## config.mk

```make
export PLATFORM = sky130hd
export DESIGN_NAME = scmp_ifetch
export DESIGN_NICKNAME = d
export VERILOG_FILES = /design/src/rtl/scmp_ifetch.sv
export SDC_FILE = /design/constraint.sdc
export NUM_CORES = 1
export LEC_CHECK = 0
export CORE_UTILIZATION = 41
export DETAILED_ROUTE_END_ITERATION = 10
export GPL_TIMING_DRIVEN = 1
export PLACE_DENSITY_LB_ADDON = 0.05
export RECOVER_POWER = 100
export SLEW_MARGIN = 30
export SYNTH_ARGS = -nofsm -noshare
export SYNTH_HDL_FRONTEND = slang
export SYNTH_SLANG_ARGS = --single-unit
```

## constraint.sdc

```tcl
create_clock -name clk -period 3 [get_ports clk]
set_clock_uncertainty 0.2 [all_clocks]
set_input_delay 0.9 -clock clk [delete_from_list [all_inputs] [get_ports clk]]
set_output_delay 0.9 -clock clk [all_outputs]
set_load 0.02 [all_outputs]
```

## src/rtl/scmp_ifetch.sv

```systemverilog
// SC/MP instruction fetch: reads opcode (and displacement for two-byte ops)
// at the pre-incremented PC and hands op/disp/updated PC to the sequencer.
module scmp_ifetch (
   input  logic        clk,
   input  logic        rst_n,
   input  logic        start,
   input  logic [15:0] pc_in,
   output logic        mem_req,
   output logic [15:0] mem_addr,
   input  logic        mem_ack,
   input  logic [7:0]  mem_rdata,
   output logic [7:0]  op,
   output logic [7:0]  disp,
   output logic        op_two,
   output logic [15:0] pc_out,
   output logic        pc_we,
   output logic        op_valid,
   output logic        busy
);

   localparam int unsigned AW     = 16;
   localparam int unsigned DW     = 8;
   localparam int unsigned PAGE_W = 12;

   typedef enum logic [1:0] {
      IDLE,
      FETCH_OP,
      FETCH_DISP,
      DONE
   } state_t;

   state_t          state_q, state_d;
   logic [AW-1:0]   addr_d, pc_d;
   logic [DW-1:0]   op_d, disp_d;
   logic            two_d;
   logic            req_d, busy_d, done_d;

   // PC increment wraps inside the 4 KB page; carry out of bit 11 is dropped
   function automatic logic [AW-1:0] inc12(input logic [AW-1:0] a);
      return {a[AW-1:PAGE_W], PAGE_W'(a[PAGE_W-1:0] + PAGE_W'(1))};
   endfunction

   always_comb begin
      state_d = state_q;
      addr_d  = mem_addr;
      op_d    = op;
      disp_d  = disp;
      two_d   = op_two;
      pc_d    = pc_out;
      unique case (state_q)
         IDLE: begin
            if (start) begin
               state_d = FETCH_OP;
               addr_d  = inc12(pc_in);
            end
         end
         FETCH_OP: begin
            if (mem_ack) begin
               op_d = mem_rdata;
               if (mem_rdata[DW-1]) begin
                  two_d   = 1'b1;
                  addr_d  = inc12(mem_addr);
                  state_d = FETCH_DISP;
               end else begin
                  two_d   = 1'b0;
                  disp_d  = '0;
                  pc_d    = mem_addr;
                  state_d = DONE;
               end
            end
         end
         FETCH_DISP: begin
            if (mem_ack) begin
               disp_d  = mem_rdata;
               pc_d    = mem_addr;
               state_d = DONE;
            end
         end
         DONE:    state_d = IDLE;
         default: state_d = IDLE;
      endcase
      req_d  = (state_d == FETCH_OP) || (state_d == FETCH_DISP);
      busy_d = (state_d != IDLE);
      done_d = (state_d == DONE);
   end

   // Outputs are registered copies of the next-state decode
   always_ff @(posedge clk) begin
      if (!rst_n) begin
         state_q  <= IDLE;
         mem_req  <= 1'b0;
         mem_addr <= '0;
         op       <= '0;
         disp     <= '0;
         op_two   <= 1'b0;
         pc_out   <= '0;
         pc_we    <= 1'b0;
         op_valid <= 1'b0;
         busy     <= 1'b0;
      end else begin
         state_q  <= state_d;
         mem_req  <= req_d;
         mem_addr <= addr_d;
         op       <= op_d;
         disp     <= disp_d;
         op_two   <= two_d;
         pc_out   <= pc_d;
         pc_we    <= done_d;
         op_valid <= done_d;
         busy     <= busy_d;
      end
   end

endmodule

```

==> run summary <==
The count of nets after finishing was 417; the tightest slew margin relative to the limit was 0.519. The area share of the leading cell type in the synthesized netlist works out to 0.424. The combinational share of power is 0.239. Ranked by total cell area, the synthesized netlist is headed by dfxtp_1 42%, nand2_1 12%, a21oi_1 6.8%, mux2i_1 2.8%, nor2_1 2.5%. The first global-routing pass estimated 10.8 mm of wire.

dfxtp_1 takes more of the synthesized area than any other cell. The clock network power share was 0.262. The total standard cell area after synthesis was 2500 um^2. The number of enable-type register cells in the synthesized netlist came out at 0.

After clock tree synthesis, the clock-pin slew on the worst setup and hold paths is 0.09 ns. The tools report the number of fill cells as 577. The maximum number of pins on one net before global-route repair came out at 37. The tools report the number of global-route vias before repair as 2215. For this design the static power due to leakage is 1.45 nW. After the flow finishes, the layout carries non-filler instances totaling 462.

The number of buffers added to fix hold violations after cts came out at 0. The post-route fraction of the period consumed by the critical path works out to 0.923. The slowest library cell on the worst path is clkdlybuf4s50_1. The placer congestion estimate is 0.776.

The number of antenna violations at the first check in global routing was 0. The max-slew violation count was 0. The number of placed instances, taps included, is 454. The tools report the share of power burned in registers as 0.499. The startpoint identified for the worst hold timing path is pc_out[1]$_SDFFE_PN0P_. In the synthesized netlist, the cells that appear most often are 82 x nand2_1, 53 x dfxtp_1, 34 x a21oi_1. The run gives 0 as the count of endpoints failing hold in the final timing report. The tools report the via count as 2437. The internal portion of total power came out at 1.07 mW. The minimum clock period was 2.77 ns; the actual transition at the worst max-transition pin was 0.722 ns.

The most frequently used flop master after synthesis was dfxtp_1. The run gives 0.220 as the global-route usage over all layers. TritonCTS built the clock tree. The die is 80.2 um tall. The core occupancy in the finished layout was 0.586; the post-synth net total was 334. Static timing analysis puts the maximum clock frequency at 361 MHz. Setup repair after global routing left no endpoint under its margin. The floorplan step defined a die boundary enclosing 6430 um^2.

The instance count of the mapped netlist was 303. The area growth from synthesis to layout is 38.5%. The net switching share of the total power is 0.311. The tree is rooted in a clkbuf_8. The repair_antennas step left the layout with diodes totalling 0.

Tracing the worst setup path back leads to its startpoint at pc_in[2]. The worst setup path is launched from a primary input. For this run, design rule violations remaining after detail routing come to 0. The most common cell in the synthesized netlist is nand2_1. The setup path with the least slack is of type in2reg. Buffers inserted during clock tree synthesis total 5. On the worst path, the slowest cell contributes a delay of 0.54 ns. The power density relative to cell area was 449 nW/um^2; the clock latency on the worst-skew pair was 0.31 ns. The initial core utilization came out at 0.423. The clock tree synthesis step divided the H-tree into 2 levels. The logs give 3470 um^2 for the final instance area and 28 for the number of placement rows. The worst register-to-register path begins at state_q[0]$_SDFF_PN0_. The largest vdd supply drop is 0.271 mV, and the per-instance average area after synthesis is 8.27 um^2. The count of endpoints failing setup in the final report was 0; the number of violations of the max-capacitance limit was 0. Traced cell by cell, the critical path runs through clkdlybuf4s50_1, nand2_1, mux2i_1, o2111ai_1, mux2_1, a31oi_1. For the worst setup path, the data arrival time is 2.81 ns. The setup fix buffers added after clock tree synthesis was 0. After floorplanning, the core was sized to cover 5920 um^2. For this run the aggregate overflow at the end of global routing stands at 0. The number of storage elements in the synthesis netlist is 53.

In this run the horizontal extent of the chip is 80.2 um. Count of buffers from port buffering: 80. The flow ran to the end, and the final reports show no timing, DRC or antenna violations.

The net switching power was 0.485 mW. Setup slack on the worst reg-to-reg path comes out at 0.45 ns. Yosys mapped the design onto 41 distinct sky130hd cell types. After detailed routing, the total wire length is 6.70 mm. Gates resized during post-CTS repair numbered 0. In this run the worst path has a maximum fanout of 6. The part of the Yosys area used for sequential elements came out at 0.424.

Yosys printed 0 warnings. After legalization and detailed placement, the total HPWL measured 4.82 mm. The via-per-instance ratio was 5.27.

For the area taken by flip-flops and latches, the log shows 1060 um^2. Summing internal, switching and leakage power gives 1.56 mW. STA classifies the critical path endpoint as a register. Share of flip-flops with an asynchronous set or reset: 0.

The average wire per cell in the routed design was 14.5 um. The data required time at the worst endpoint was 3.04 ns; the post-detailed-placement cell area was 3410 um^2. The tools report the final sum of negative setup slack as 0 ns. The class of the most critical hold timing path was reg2reg. The tree built by TritonCTS fans out to 53 sinks. The violation count after the first detailed-route iteration is 124, and the fraction of final layout cells with drive strength greater than 1 is 0.0775. For the number of top-level pins, the log shows 81.

In this run the remaining antenna-violating nets after routing total 0. The first detailed-routing pass ran for 6 iterations. The clock passes through at most 2 buffers. The multi-input combinational cells in the finished layout cover a total of 1280 um^2.
[through the flow]
step                      setup slack [ns]  hold slack (ns)
after detailed placement            0.0279            0.247
after global routing                 0.105            0.271
after global placement               0.103            0.244
after floorplan                      0.473            0.333
final                                0.231            0.255
after CTS                            0.357            0.261
[metal layers]
layer,vias up,wire length [um],GRT usage,part of all wire
met3,10,313,0.0432,0.047
met4,0,101,0.0786,0.015
met5,-,0,0,0
met2,70,3270,0.372,0.49
li1,1221,-,-,-
met1,1136,3010,0.276,0.45
[flip-flops by register name, indices dropped and copies added (netlist names)]
| register | cells |
|---|---|
| disp | 8 |
| op_valid | 1 |
| state_q | 2 |
| busy | 1 |
| pc_out | 16 |
| mem_req | 1 |
| op | 7 |
| mem_addr | 16 |
| op_two | 1 |
[worst max-delay path, delay by kind of cell]
kind                   cells  cell delay [ns]
AOI/OAI and AO/OA          2             0.54
buffers and inverters      1             0.54
muxes                      2             0.75
and+or+nand+nor            1             0.08
[path summary, 6_finish.rpt]
path,cells past startpoint,endpoint
worst max-delay path,6,mem_addr[7]$_SDFFE_PN0P_
worst min-delay path,2,pc_out[1]$_SDFFE_PN0P_
worst max register to register,6,mem_addr[7]$_SDFFE_PN0P_
worst min register to register,2,pc_out[1]$_SDFFE_PN0P_
[power by group through the flow]
stage	logic [mW]	registers, mW	clock network (mW)
floorplan	0.191	0.823	0
global placement	0.391	0.794	0
detailed placement	0.394	0.795	0
CTS	0.395	0.779	0.422
global route	0.408	0.784	0.450
finish	0.373	0.777	0.408
[placed cells by master (no fill, tap or decap), drive strengths merged, types with 4 or more instances in the layout]
master | netlist | layout
nand2 | 82 | 82
dlygate4sd3 | 0 | 55
dfxtp | 53 | 53
a21oi | 34 | 34
clkdlybuf4s50 | 0 | 25
nor2 | 17 | 17
buf | 12 | 13
nand3 | 10 | 10
mux2i | 10 | 10
o21ai | 8 | 8
a22oi | 8 | 8
clkbuf | 8 | 8
a31oi | 6 | 6
and3 | 6 | 6
o211ai | 5 | 5
inv | 4 | 4
or3 | 4 | 4
o2111ai | 4 | 4
and2 | 4 | 4
mux2 | 4 | 4
[logic make-up after synthesis]
group	Yosys count	synth area share
and+or+nand+nor	134	0.239
AOI/OAI and AO/OA	75	0.198
DFF	53	0.424
buffers and inverters	24	0.0549
muxes	14	0.0694
adders and majority gates	3	0.0150
[cell type report]
class,count,share of cell area
flip-flops and latches,53,0.306
multi-input cells,226,0.370
inverters,4,0.00433
repair buffers,96,0.266
clock buffers,5,0.0198
clock inverters,3,0.00649
well taps,75,0.0270
Power figures use the tool's default switching activity.
